==> config.mk <==
export PLATFORM = sky130hd
export DESIGN_NAME = ones_comp_checksum_rx_flat
export DESIGN_NICKNAME = d
export VERILOG_FILES = /design/src/rtl/ones_comp_checksum_rx_pkg.sv /design/src/rtl/ones_comp_checksum_rx_if.sv /design/src/rtl/ones_comp_checksum_rx_adder.sv /design/src/rtl/ones_comp_checksum_rx.sv /design/src/flat_wrapper.sv
export SDC_FILE = /design/constraint.sdc
export NUM_CORES = 1
export LEC_CHECK = 0
export CAP_MARGIN = 20
export CELL_PAD_IN_SITES_DETAIL_PLACEMENT = 1
export CELL_PAD_IN_SITES_GLOBAL_PLACEMENT = 2
export CORE_ASPECT_RATIO = 0.6
export CORE_UTILIZATION = 27
export DETAILED_ROUTE_END_ITERATION = 10
export GPL_ROUTABILITY_DRIVEN = 1
export MAX_ROUTING_LAYER = met4
export PLACE_DENSITY_LB_ADDON = 0.1
export SYNTH_ARGS = -nofsm -noshare
export SYNTH_HDL_FRONTEND = slang
export SYNTH_SLANG_ARGS = --single-unit
==> constraint.sdc <==
create_clock -name clk -period 3.9 [get_ports clk]
set_input_delay 0.78 -clock clk [delete_from_list [all_inputs] [get_ports clk]]
set_output_delay 0.78 -clock clk [all_outputs]
set_load 0.05 [all_outputs]
==> src/rtl/ones_comp_checksum_rx_pkg.sv <==
// Shared definitions for the 8-bit ones'-complement checksum framing.
// Both the receive checker and the future transmit generator use this package.
package ones_comp_pkg;

   // Widest word the shared helpers support.
   localparam int MAX_W = 64;

   typedef enum logic [1:0] {
      IDLE   = 2'd0,
      ACCUM  = 2'd1,
      RESULT = 2'd2
   } state_e;

   // All-ones mask of width w, zero-extended to MAX_W bits.
   function automatic logic [MAX_W-1:0] all_ones(input int w);
      logic [MAX_W-1:0] m;
      if (w >= MAX_W) m = '1;
      else            m = (MAX_W'(1) << w) - MAX_W'(1);
      return m;
   endfunction

   // w-bit ones'-complement add: form the w+1-bit sum, then add the carry back in.
   // The second add cannot carry out, because a carry-out implies the low part is at most 2^w - 2.
   function automatic logic [MAX_W-1:0] fold(input logic [MAX_W-1:0] a,
                                             input logic [MAX_W-1:0] b,
                                             input int               w);
      logic [MAX_W-1:0] mask;
      logic [MAX_W:0]   s;
      logic             carry;
      mask  = all_ones(w);
      s     = {1'b0, a & mask} + {1'b0, b & mask};
      carry = |((s >> w) & {{MAX_W{1'b0}}, 1'b1});
      return ((s[MAX_W-1:0] & mask) + {{(MAX_W-1){1'b0}}, carry}) & mask;
   endfunction

endpackage

==> src/rtl/ones_comp_checksum_rx_if.sv <==
// Stream-in / result-out handshake bundle for the ones'-complement checker.
// The slave view is the checker; the master view is the deframer plus consumer.
interface ones_comp_checksum_rx_if #(
   parameter int W       = 8,
   parameter int MAX_LEN = 16
);
   localparam int LW = $clog2(MAX_LEN + 1);

   logic          in_valid;
   logic          in_ready;
   logic [W-1:0]  in_data;
   logic          in_last;
   logic          res_valid;
   logic          res_ready;
   logic          res_ok;
   logic [W-1:0]  res_sum;
   logic [LW-1:0] res_len;
   logic          res_overflow;

   modport slave (
      input  in_valid, in_data, in_last, res_ready,
      output in_ready, res_valid, res_ok, res_sum, res_len, res_overflow
   );

   modport master (
      output in_valid, in_data, in_last, res_ready,
      input  in_ready, res_valid, res_ok, res_sum, res_len, res_overflow
   );
endinterface

==> src/rtl/ones_comp_checksum_rx_adder.sv <==
// W-bit end-around-carry adder, purely combinational.
// Shared with the transmit-side checksum generator.
module ones_comp_adder
   import ones_comp_pkg::*;
#(
   parameter int W = 8
) (
   input  logic [W-1:0] i_a,
   input  logic [W-1:0] i_b,
   output logic [W-1:0] o_sum
);

   assign o_sum = W'(fold(MAX_W'(i_a), MAX_W'(i_b), W));

endmodule

==> src/rtl/ones_comp_checksum_rx.sv <==
// Receive-side ones'-complement checksum checker.
// Folds every word of a frame (checksum word included) and holds pass/fail,
// the final sum and the word count until the consumer takes them.
module ones_comp_checksum_rx
   import ones_comp_pkg::*;
#(
   parameter int W       = 8,
   parameter int MAX_LEN = 16
) (
   input  logic                  clk,
   input  logic                  rst_n,
   ones_comp_checksum_rx_if.slave bus
);

   localparam int            LW       = $clog2(MAX_LEN + 1);
   localparam logic [W-1:0]  ALL_ONES = W'(all_ones(W));
   localparam logic [LW-1:0] LEN_MAX  = LW'(MAX_LEN);

   state_e        r_state;
   logic [W-1:0]  r_acc;
   logic [LW-1:0] r_len;
   logic          r_ovf;

   logic          w_beat;
   logic [W-1:0]  w_add_a;
   logic [W-1:0]  w_sum;

   // Words are only taken outside RESULT; in_last is meaningful only on a beat.
   assign w_beat  = bus.in_valid && (r_state != RESULT);
   // A new frame always starts from a zero accumulator.
   assign w_add_a = (r_state == IDLE) ? '0 : r_acc;

   ones_comp_adder #(.W(W)) u_adder (
      .i_a   (w_add_a),
      .i_b   (bus.in_data),
      .o_sum (w_sum)
   );

   // Frame FSM with accumulator, saturating length counter and overflow flag.
   always_ff @(posedge clk or negedge rst_n) begin
      if (!rst_n) begin
         r_state <= IDLE;
         r_acc   <= '0;
         r_len   <= '0;
         r_ovf   <= 1'b0;
      end else begin
         case (r_state)
            IDLE: begin
               if (w_beat) begin
                  r_acc   <= w_sum;
                  r_len   <= LW'(1);
                  r_ovf   <= 1'b0;
                  r_state <= bus.in_last ? RESULT : ACCUM;
               end
            end
            ACCUM: begin
               if (w_beat) begin
                  r_acc <= w_sum;
                  // Extra words are still folded in but only flag overflow.
                  if (r_len == LEN_MAX) r_ovf <= 1'b1;
                  else                  r_len <= r_len + LW'(1);
                  if (bus.in_last) r_state <= RESULT;
               end
            end
            RESULT: begin
               if (bus.res_ready) begin
                  r_acc   <= '0;
                  r_len   <= '0;
                  r_ovf   <= 1'b0;
                  r_state <= IDLE;
               end
            end
            default: r_state <= IDLE;
         endcase
      end
   end

   // Outputs come straight from registers, so they are stable while res_valid is held.
   // Only all-ones passes; all-zero is never produced by a valid transmitter.
   assign bus.in_ready     = (r_state != RESULT);
   assign bus.res_valid    = (r_state == RESULT);
   assign bus.res_sum      = r_acc;
   assign bus.res_len      = r_len;
   assign bus.res_overflow = r_ovf;
   assign bus.res_ok       = (r_acc == ALL_ONES) && !r_ovf;

endmodule
==> src/flat_wrapper.sv <==
// flat-port wrapper written by rule: the top's interface ports become plain ports
module ones_comp_checksum_rx_flat import ones_comp_pkg::*;
#(
   parameter int W       = 8,
   parameter int MAX_LEN = 16
)
  (clk, rst_n, bus_in_valid, bus_in_data, bus_in_last, bus_res_ready, bus_in_ready, bus_res_valid, bus_res_ok, bus_res_sum, bus_res_len, bus_res_overflow);
  ones_comp_checksum_rx_if #(.W(W), .MAX_LEN(MAX_LEN)) bus_i ();
  input  logic clk;
  input  logic rst_n;
  input wire logic [$bits(bus_i.in_valid)-1:0] bus_in_valid;
  input wire logic [$bits(bus_i.in_data)-1:0] bus_in_data;
  input wire logic [$bits(bus_i.in_last)-1:0] bus_in_last;
  input wire logic [$bits(bus_i.res_ready)-1:0] bus_res_ready;
  output wire logic [$bits(bus_i.in_ready)-1:0] bus_in_ready;
  output wire logic [$bits(bus_i.res_valid)-1:0] bus_res_valid;
  output wire logic [$bits(bus_i.res_ok)-1:0] bus_res_ok;
  output wire logic [$bits(bus_i.res_sum)-1:0] bus_res_sum;
  output wire logic [$bits(bus_i.res_len)-1:0] bus_res_len;
  output wire logic [$bits(bus_i.res_overflow)-1:0] bus_res_overflow;
  assign bus_i.in_valid = bus_in_valid;
  assign bus_i.in_data = bus_in_data;
  assign bus_i.in_last = bus_in_last;
  assign bus_i.res_ready = bus_res_ready;
  assign bus_in_ready = bus_i.in_ready;
  assign bus_res_valid = bus_i.res_valid;
  assign bus_res_ok = bus_i.res_ok;
  assign bus_res_sum = bus_i.res_sum;
  assign bus_res_len = bus_i.res_len;
  assign bus_res_overflow = bus_i.res_overflow;
  ones_comp_checksum_rx #(.W(W), .MAX_LEN(MAX_LEN)) u_core (.clk(clk), .rst_n(rst_n), .bus(bus_i));
endmodule
==> impl_table.tex, run 1 <==
\begin{tabular}{lr}
\hline
Metric & Value \\
\hline
\multicolumn{2}{l}{\textbf{Clock network}} \\
\quad CTS H-tree depth & 1 \\
\quad Number of clock buffers inserted by TritonCTS & 3 \\
\quad Largest buffer count on any clock path & 2 \\
\quad Number of sinks handled by clock tree synthesis & 16 \\
\quad Clock Root Buffer & sky130\_fd\_sc\_hd\_\_clkbuf\_8 \\
\quad Clock tree from TritonCTS & built \\
\quad Number of buffers inserted for hold repair after clock tree synthesis & 0 \\
\quad Clk\_lat worst skew & 250 ps \\
\quad Clock slew at the register clock pins of the worst setup and hold paths & 70 ps \\
\multicolumn{2}{l}{\textbf{Critical path}} \\
\quad Largest fanout of any net on the critical path & 4 \\
\quad Buffers and inverters on the worst path & 1 \\
\quad Number of cell instances on the worst register-to-register path & 16 \\
\quad Worst setup path class & in2reg \\
\quad Critical path depth & 14 \\
\quad Largest delay share family, worst path & compound AO/OA/AOI/OAI gates \\
\quad CP Capture Type & flip-flop \\
\quad WP data required & 4090 ps \\
\quad CP arrival & 3970 ps \\
\quad Max stage delay cell, worst path & sky130\_fd\_sc\_hd\_\_or4\_1 \\
\quad Critical register-to-register path endpoint & u\_core.bus.res\_sum[7]\$\_DFFE\_PN0P\_ \\
\quad Worst reg2reg startpoint & u\_core.r\_state[0]\$\_DFFE\_PN0P\_ \\
\quad Crit path cell chain & clkdlybuf4s50\_1, ha\_1, fa\_1, a211oi\_4, o21bai\_1, a21o\_1, a21oi\_1, o21bai\_1, ha\_1, o2111ai\_1, nor4\_4, and4\_2, or4\_1, nand3\_1 \\
\quad Delay of the slowest cell on the worst path & 470 ps \\
\quad Worst-case register-to-register setup slack & 210 ps \\
\quad Critical Path Source Type & input pin \\
\multicolumn{2}{l}{\textbf{Min path}} \\
\quad WHS Path Cells & 2 \\
\quad Min-Delay Endpoint & u\_core.bus.res\_sum[1]\$\_DFFE\_PN0P\_ \\
\quad Hold Crit Start & u\_core.bus.res\_sum[1]\$\_DFFE\_PN0P\_ \\
\quad Type of the tightest min-delay check & reg2reg \\
\multicolumn{2}{l}{\textbf{Global routing}} \\
\quad Largest net degree at the start of global routing & 17 \\
\quad Number of antenna violations at the first check in global routing & 0 \\
\quad Global-route met3 utilization & 0.0276 \\
\quad Global-route track usage on met2 & 0.220 \\
\quad GRT met1 Usage & 0.274 \\
\quad Grt ovf & 0 \\
\quad GRT Total Usage & 0.170 \\
\quad First-pass GRT wire length & 6.95 mm \\
\quad Global routing's busiest layer & met1 \\
\quad Vias in the first global route & 1361 \\
\multicolumn{2}{l}{\textbf{Floorplanning}} \\
\quad Die span in y & 58.2 µm \\
\quad Area enclosed by the die boundary & 5570 µm² \\
\quad Placement row count & 20 \\
\quad Die width & 95.7 µm \\
\quad \# IOs & 30 \\
\quad Effective utilization at floorplan & 0.281 \\
\quad Core area & 5050 µm² \\
\multicolumn{2}{l}{\textbf{Cells and area}} \\
\quad Number of filler instances in the final layout & 612 \\
\quad Reg area & 400 µm² \\
\quad Fin nets & 230 \\
\quad Area overhead of the layout relative to synthesis & 33.7\% \\
\quad Fraction of final layout cells with drive strength greater than 1 & 0.116 \\
\quad Number of standard cells in the layout, taps in and fillers out & 265 \\
\quad Fin area & 1900 µm² \\
\quad Final antenna diode count & 0 \\
\quad Combined area of the multi-input logic cells & 972 µm² \\
\multicolumn{2}{l}{\textbf{STA}} \\
\quad Total count of max-transition violations in the final report & 0 \\
\quad Worst Tran Pin Value & 774 ps \\
\quad Worst-case headroom to the max-slew limit & 0.482 \\
\quad Slack of the critical path & 122 ps \\
\quad Final number of hold-violating endpoints & 0 \\
\quad Period Utilization, post-route & 0.969 \\
\quad Hold\_ws & 538 ps \\
\quad Setup repair after global routing missed its margin & false \\
\quad Post-Route Skew & 8.77 ps \\
\quad Endpoints failing setup & 0 \\
\quad Final setup TNS & 0 ps \\
\quad Top achievable clock speed & 265 MHz \\
\quad Time the final worst path needs with I/O delays and setup & 3780 ps \\
\multicolumn{2}{l}{\textbf{Detailed routing}} \\
\quad Count of unresolved DRC violations after routing & 0 \\
\quad Wire length reported by the detailed router & 4.15 mm \\
\quad Antenna-violating nets left & 0 \\
\quad Via-per-instance ratio & 5.08 \\
\quad Routed WL per cell & 15.7 µm \\
\quad DR vias & 1347 \\
\quad Number of iterations in the first detailed-routing pass & 4 \\
\quad Detailed Route Iter0 Violations & 38 \\
\multicolumn{2}{l}{\textbf{Synthesis}} \\
\quad Portion of the post-synthesis area used by sequential elements & 0.281 \\
\quad Share of flip-flops with an asynchronous set or reset & 1.00 \\
\quad Syn\_nets & 193 \\
\quad Cell area after synthesis & 1420 µm² \\
\quad Cell count after synthesis & 163 \\
\quad Register bit count reported by yosys & 16 \\
\quad Synthesis Warnings & 0 \\
\quad Primary flip-flop cell chosen by synthesis mapping & sky130\_fd\_sc\_hd\_\_dfrtp\_1 \\
\quad Number of enable flip-flop cells after synthesis & 0 \\
\quad Yosys cell types & 48 \\
\quad Post-synthesis area per instance & 8.73 µm² \\
\multicolumn{2}{l}{\textbf{Placed design}} \\
\quad Post-placement worst setup slack & -136 ps \\
\quad Cell count after placement & 261 \\
\quad Area post-placement & 1840 µm² \\
\quad RD Place Congestion & 0.814 \\
\quad Post-detailed-placement half-perimeter wirelength & 3.44 mm \\
\quad Input/output buffers & 29 \\
\multicolumn{2}{l}{\textbf{Power}} \\
\quad Pwr/cell area & 816 nW/µm² \\
\quad Leakage power & 0.812 nW \\
\quad Worst ir drop on vdd & 0.286 mV \\
\multicolumn{2}{l}{\textbf{Status}} \\
\quad Result of the run & finished clean \\
\multicolumn{2}{l}{\textbf{Flow run}} \\
\quad Number of max-cap violations & 0 \\
\hline
\end{tabular}
-- cell families (layout without fill, tap and decap cells) --
logic type / Yosys count / count (layout) / synth area share
AOI/OAI and AO/OA: 44 / 44 / 0.227
xor gates and xnor gates: 6 / 6 / 0.0422
adders and majority gates: 17 / 17 / 0.155
buffers and inverters: 16 / 52 / 0.0422
DFF: 16 / 16 / 0.281
muxes: 2 / 2 / 0.0141
and+or+nand+nor: 62 / 62 / 0.238
-- placed cells by master, fill, tap and decap left out, types with 2 or more instances in the layout --
cell type                         netlist  final
sky130_fd_sc_hd__clkdlybuf4s50_1        0     29
sky130_fd_sc_hd__nand2_1               16     16
sky130_fd_sc_hd__ha_1                  16     16
sky130_fd_sc_hd__dfrtp_1               16     16
sky130_fd_sc_hd__inv_1                 11     11
sky130_fd_sc_hd__nor2b_1               10     10
sky130_fd_sc_hd__nor2_1                10     10
sky130_fd_sc_hd__nand3_1                8      8
sky130_fd_sc_hd__buf_4                  0      8
sky130_fd_sc_hd__a21oi_1                7      7
sky130_fd_sc_hd__o21ai_1                6      6
sky130_fd_sc_hd__o21ai_0                4      4
sky130_fd_sc_hd__a22o_1                 4      4
sky130_fd_sc_hd__clkbuf_8               0      4
sky130_fd_sc_hd__o21bai_1               3      3
sky130_fd_sc_hd__a31oi_1                3      3
sky130_fd_sc_hd__xor2_1                 3      3
sky130_fd_sc_hd__nor4b_1                2      2
sky130_fd_sc_hd__nor3_1                 3      2
sky130_fd_sc_hd__nor3b_1                2      2
sky130_fd_sc_hd__xnor2_1                2      2
sky130_fd_sc_hd__or2_2                  2      2
sky130_fd_sc_hd__mux2i_1                2      2
sky130_fd_sc_hd__a22oi_1                2      2
-- power breakdown --
part | switching [mW] | total, mW | internal [mW]
Combinational | 0.689 | 1.11 | 0.424
Clock | 0.0603 | 0.150 | 0.0896
Sequential | 0.0647 | 0.289 | 0.224
Total | 0.814 | 1.55 | 0.738
-- stage by stage --
step / power [mW] / util
floorplan: 1.04 / -
global placement: 1.39 / 0.363
detailed placement: 1.40 / 0.363
CTS: 1.55 / 0.374
global route: 1.68 / 0.376
finish: 1.55 / 0.376
-- how the worst max path moves through the flow --
| stage | startpoint | to | slack, ps |
|---|---|---|---|
| after global placement | bus_in_data[0] | u_core.bus.res_sum[7]$_DFFE_PN0P_ | -30 |
| after CTS | bus_in_data[0] | u_core.bus.res_sum[7]$_DFFE_PN0P_ | 130 |
| after floorplan | u_core.r_state[0]$_DFFE_PN0P_ | u_core.bus.res_sum[7]$_DFFE_PN0P_ | 200 |
| after global routing | bus_in_data[0] | u_core.bus.res_sum[7]$_DFFE_PN0P_ | 10 |
| final | bus_in_data[0] | u_core.bus.res_sum[7]$_DFFE_PN0P_ | 120 |
| after detailed placement | bus_in_data[0] | u_core.bus.res_sum[7]$_DFFE_PN0P_ | -140 |
-- cell type report --
cell class,count,share of cell area
multi-input cells,131,0.511
flip-flops and latches,16,0.211
repair buffers,37,0.184
well taps,66,0.0434
clock buffers,4,0.0289
inverters,11,0.0217
-- flip-flops by register name, summed over array words and instances, names as in the netlist --
| signal | count |
|---|---|
| u_core.bus.res_len | 5 |
| u_core.bus.res_sum | 8 |
| u_core.r_state | 2 |
| u_core.bus.res_overflow | 1 |
-- synth_stat cells, types with 2 or more instances --
master	n	area, µm²
sky130_fd_sc_hd__dfrtp_1	16	400
sky130_fd_sc_hd__xor2_1	3	26.3
sky130_fd_sc_hd__nor2b_1	10	62.6
sky130_fd_sc_hd__a22oi_1	2	15.0
sky130_fd_sc_hd__ha_1	16	200
sky130_fd_sc_hd__o21ai_0	4	20.0
sky130_fd_sc_hd__a21oi_1	7	35.0
sky130_fd_sc_hd__nand3_1	8	40.0
sky130_fd_sc_hd__nor2_1	10	37.5
sky130_fd_sc_hd__a31oi_1	3	18.8
sky130_fd_sc_hd__mux2i_1	2	20.0
sky130_fd_sc_hd__nor4b_1	2	17.5
sky130_fd_sc_hd__nand2_1	16	60.1
sky130_fd_sc_hd__or2_2	2	12.5
sky130_fd_sc_hd__clkbuf_1	5	18.8
sky130_fd_sc_hd__a22o_1	4	35.0
sky130_fd_sc_hd__o21bai_1	3	22.5
sky130_fd_sc_hd__o21ai_1	6	30.0
sky130_fd_sc_hd__xnor2_1	2	17.5
sky130_fd_sc_hd__nor3_1	3	15.0
sky130_fd_sc_hd__inv_1	11	41.3
sky130_fd_sc_hd__nor3b_1	2	15.0
-- routing by layer --
layer  wire length (µm)  share of wire  vias up
met5                  0              0        -
li1                   -              -      661
met1               2410           0.58      655
met3                171          0.041        0
met4                  0              0        0
met2               1570           0.38       31
-- timing repair --
| item | CTS | global route |
|---|---|---|
| setup buffers | 0 | 0 |
| resized for setup | 0 | 2 |
| hold endpoints to repair | 0 | 0 |
| setup endpoints to repair | 0 | 2 |
-- worst min-delay path, delay by kind of cell (launching register included) --
family | cells | cell delay, ps
flops | 1 | 380
simple gates | 2 | 120
Power figures use the tool's default switching activity.
==> run 2, diff against run 1 <==
CELL_PAD_IN_SITES_DETAIL_PLACEMENT = not set   (was 1)
CELL_PAD_IN_SITES_GLOBAL_PLACEMENT = not set   (was 2)
CORE_UTILIZATION = 35   (was 27)
PLACE_DENSITY_LB_ADDON = not set   (was 0.1)
==> impl_table.tex, run 2 (synthesized netlist as in run 1, its figures left out) <==
\begin{tabular}{lr}
\hline
Metric & Value \\
\hline
\multicolumn{2}{l}{\textbf{Critical path}} \\
\quad Crit path cell chain & clkdlybuf4s50\_1, ha\_2, fa\_2, a211oi\_4, o21bai\_1, a21o\_1, a21oi\_1, o21bai\_1, ha\_2, o2111ai\_2, nor4\_4, a2111oi\_2, or4\_1, nand3\_1 \\
\quad Critical register-to-register path endpoint & u\_core.bus.res\_sum[7]\$\_DFFE\_PN0P\_ \\
\quad Critical Path Source Type & input pin \\
\quad Worst setup path class & in2reg \\
\quad CP arrival & 3890 ps \\
\quad Max stage delay cell, worst path & sky130\_fd\_sc\_hd\_\_or4\_1 \\
\quad Worst-case register-to-register setup slack & 290 ps \\
\quad Delay of the slowest cell on the worst path & 530 ps \\
\quad Worst reg2reg startpoint & u\_core.r\_state[0]\$\_DFFE\_PN0P\_ \\
\quad CP Capture Type & flip-flop \\
\quad Largest fanout of any net on the critical path & 4 \\
\quad Number of cell instances on the worst register-to-register path & 16 \\
\quad WP data required & 4080 ps \\
\multicolumn{2}{l}{\textbf{Detailed routing}} \\
\quad Routed WL per cell & 15.7 µm \\
\quad Number of iterations in the first detailed-routing pass & 7 \\
\quad Detailed Route Iter0 Violations & 86 \\
\quad Count of unresolved DRC violations after routing & 3 \\
\quad Wire length reported by the detailed router & 3.83 mm \\
\quad Antenna-violating nets left & 0 \\
\quad Via-per-instance ratio & 5.73 \\
\quad DR vias & 1397 \\
\multicolumn{2}{l}{\textbf{Floorplanning}} \\
\quad Placement row count & 17 \\
\quad Core area & 3790 µm² \\
\quad Area enclosed by the die boundary & 4330 µm² \\
\quad Effective utilization at floorplan & 0.376 \\
\quad \# IOs & 30 \\
\quad Die span in y & 51.4 µm \\
\quad Die width & 84.3 µm \\
\multicolumn{2}{l}{\textbf{Clock network}} \\
\quad Number of clock buffers inserted by TritonCTS & 3 \\
\quad Clock slew at the register clock pins of the worst setup and hold paths & 60 ps \\
\quad Number of buffers inserted for hold repair after clock tree synthesis & 0 \\
\quad Clk\_lat worst skew & 250 ps \\
\quad CTS H-tree depth & 1 \\
\quad Clock tree from TritonCTS & built \\
\quad Clock Root Buffer & sky130\_fd\_sc\_hd\_\_clkbuf\_8 \\
\quad Number of sinks handled by clock tree synthesis & 16 \\
\quad Largest buffer count on any clock path & 2 \\
\multicolumn{2}{l}{\textbf{Cells and area}} \\
\quad Fraction of final layout cells with drive strength greater than 1 & 0.147 \\
\quad Flip-flop count of the largest register after layout & 8 \\
\quad Area overhead of the layout relative to synthesis & 32.6\% \\
\quad Post-layout util & 0.498 \\
\quad Final antenna diode count & 0 \\
\quad Fin nets & 229 \\
\quad Leading cell type in the layout, fill and taps excluded & sky130\_fd\_sc\_hd\_\_clkdlybuf4s50\_1 \\
\quad Commonest cells after routing, fill and taps aside & 29 x sky130\_fd\_sc\_hd\_\_clkdlybuf4s50\_1, 16 x sky130\_fd\_sc\_hd\_\_nand2\_1, 16 x sky130\_fd\_sc\_hd\_\_dfrtp\_1 \\
\multicolumn{2}{l}{\textbf{STA}} \\
\quad Time the final worst path needs with I/O delays and setup & 3700 ps \\
\quad Final number of hold-violating endpoints & 0 \\
\quad Period Utilization, post-route & 0.950 \\
\quad Worst Tran Pin Value & 819 ps \\
\quad Setup repair after global routing missed its margin & false \\
\quad Post-Route Skew & 0.738 ps \\
\quad Worst-case headroom to the max-slew limit & 0.452 \\
\quad Final setup TNS & 0 ps \\
\quad Total count of max-transition violations in the final report & 0 \\
\quad Hold\_ws & 530 ps \\
\quad Top achievable clock speed & 270 MHz \\
\quad Endpoints failing setup & 0 \\
\multicolumn{2}{l}{\textbf{Placed design}} \\
\quad RD Place Congestion & 0.895 \\
\quad Input/output buffers & 29 \\
\quad Post-detailed-placement half-perimeter wirelength & 2.93 mm \\
\multicolumn{2}{l}{\textbf{Min path}} \\
\quad Type of the tightest min-delay check & reg2reg \\
\quad WHS Path Cells & 2 \\
\quad Min-Delay Endpoint & u\_core.bus.res\_sum[0]\$\_DFFE\_PN0P\_ \\
\quad Hold Crit Start & u\_core.bus.res\_sum[0]\$\_DFFE\_PN0P\_ \\
\multicolumn{2}{l}{\textbf{Status}} \\
\quad Failing checks & DRC \\
\quad Result of the run & finished, violations left \\
\multicolumn{2}{l}{\textbf{Flow run}} \\
\quad Number of max-cap violations & 0 \\
\multicolumn{2}{l}{\textbf{Global routing}} \\
\quad Number of antenna violations at the first check in global routing & 0 \\
\quad GRT Total Usage & 0.196 \\
\quad Vias in the first global route & 1288 \\
\quad Grt ovf & 0 \\
\quad Largest net degree at the start of global routing & 17 \\
\quad First-pass GRT wire length & 6.38 mm \\
\multicolumn{2}{l}{\textbf{Power}} \\
\quad Leakage power & 0.792 nW \\
\quad Worst ir drop on vdd & 0.326 mV \\
\quad Pwr/cell area & 819 nW/µm² \\
\hline
\end{tabular}
-- run 2: cell types whose count changed in the layout (fill, tap and decap cells not counted), sizes merged --
cell / delta
clkbuf: -1
buf: -1
-- run 2: how the worst max path moves through the flow --
| stage | start | to | slack (ps) | cells after the start |
|---|---|---|---|---|
| after floorplan | u_core.r_state[0]$_DFFE_PN0P_ | u_core.bus.res_sum[7]$_DFFE_PN0P_ | 200 | 17 |
| after global placement | bus_in_data[0] | u_core.bus.res_sum[7]$_DFFE_PN0P_ | 0.7 | 14 |
| after detailed placement | bus_in_data[0] | u_core.bus.res_sum[7]$_DFFE_PN0P_ | -100 | 14 |
| after CTS | bus_in_data[0] | u_core.bus.res_sum[7]$_DFFE_PN0P_ | 150 | 14 |
| after global routing | bus_in_data[0] | u_core.bus.res_sum[7]$_DFFE_PN0P_ | 7 | 14 |
| final | bus_in_data[0] | u_core.bus.res_sum[7]$_DFFE_PN0P_ | 200 | 14 |
-- run 2: critical path, delay by kind of cell --
family	cells	cell delay, ps
simple gates	3	1040
compound gates	7	930
fa+ha+maj	3	680
buf+inv	1	460
-- run 2: routing by layer --
layer / part of all wire / vias to the layer above / track usage
li1: - / 659 / -
met1: 0.51 / 680 / 0.289
met2: 0.42 / 53 / 0.279
met3: 0.065 / 5 / 0.0388
met4: 0.0055 / 0 / 0.0374
met5: 0 / - / -
-- run 2: final cells by class --
class                   count  area [µm²]
inverters                  11        41.3
multi-input cells         131        1000
repair buffers             36         343
well taps                  47        58.8
flip-flops and latches     16         400
fillers                   366        1900
clock buffers               3        41.3
-- run 2: metrics by stage --
step | power, mW | instance area (µm²) | cells | setup WS (ps)
after CTS | 1.49 | 1840 | 243 | 148
after detailed placement | 1.36 | 1800 | 240 | -99.1
after floorplan | 1.04 | 1420 | 163 | 203
after global placement | 1.34 | 1800 | 240 | 0.695
final | 1.54 | 1890 | 244 | 196
after global routing | 1.66 | 1890 | 244 | 6.87
-- run 2: repair_timing --
item	in CTS	in global routing
setup endpoints to repair	0	2
hold endpoints to repair	0	0
resized for setup	0	11
buffers inserted	0	1
-- run 2: power breakdown --
group          switching [mW]  internal (mW)  total (mW)
logic                   0.691          0.441        1.13
clock network          0.0560         0.0685       0.125
registers              0.0627          0.224       0.287
total                   0.810          0.734        1.54
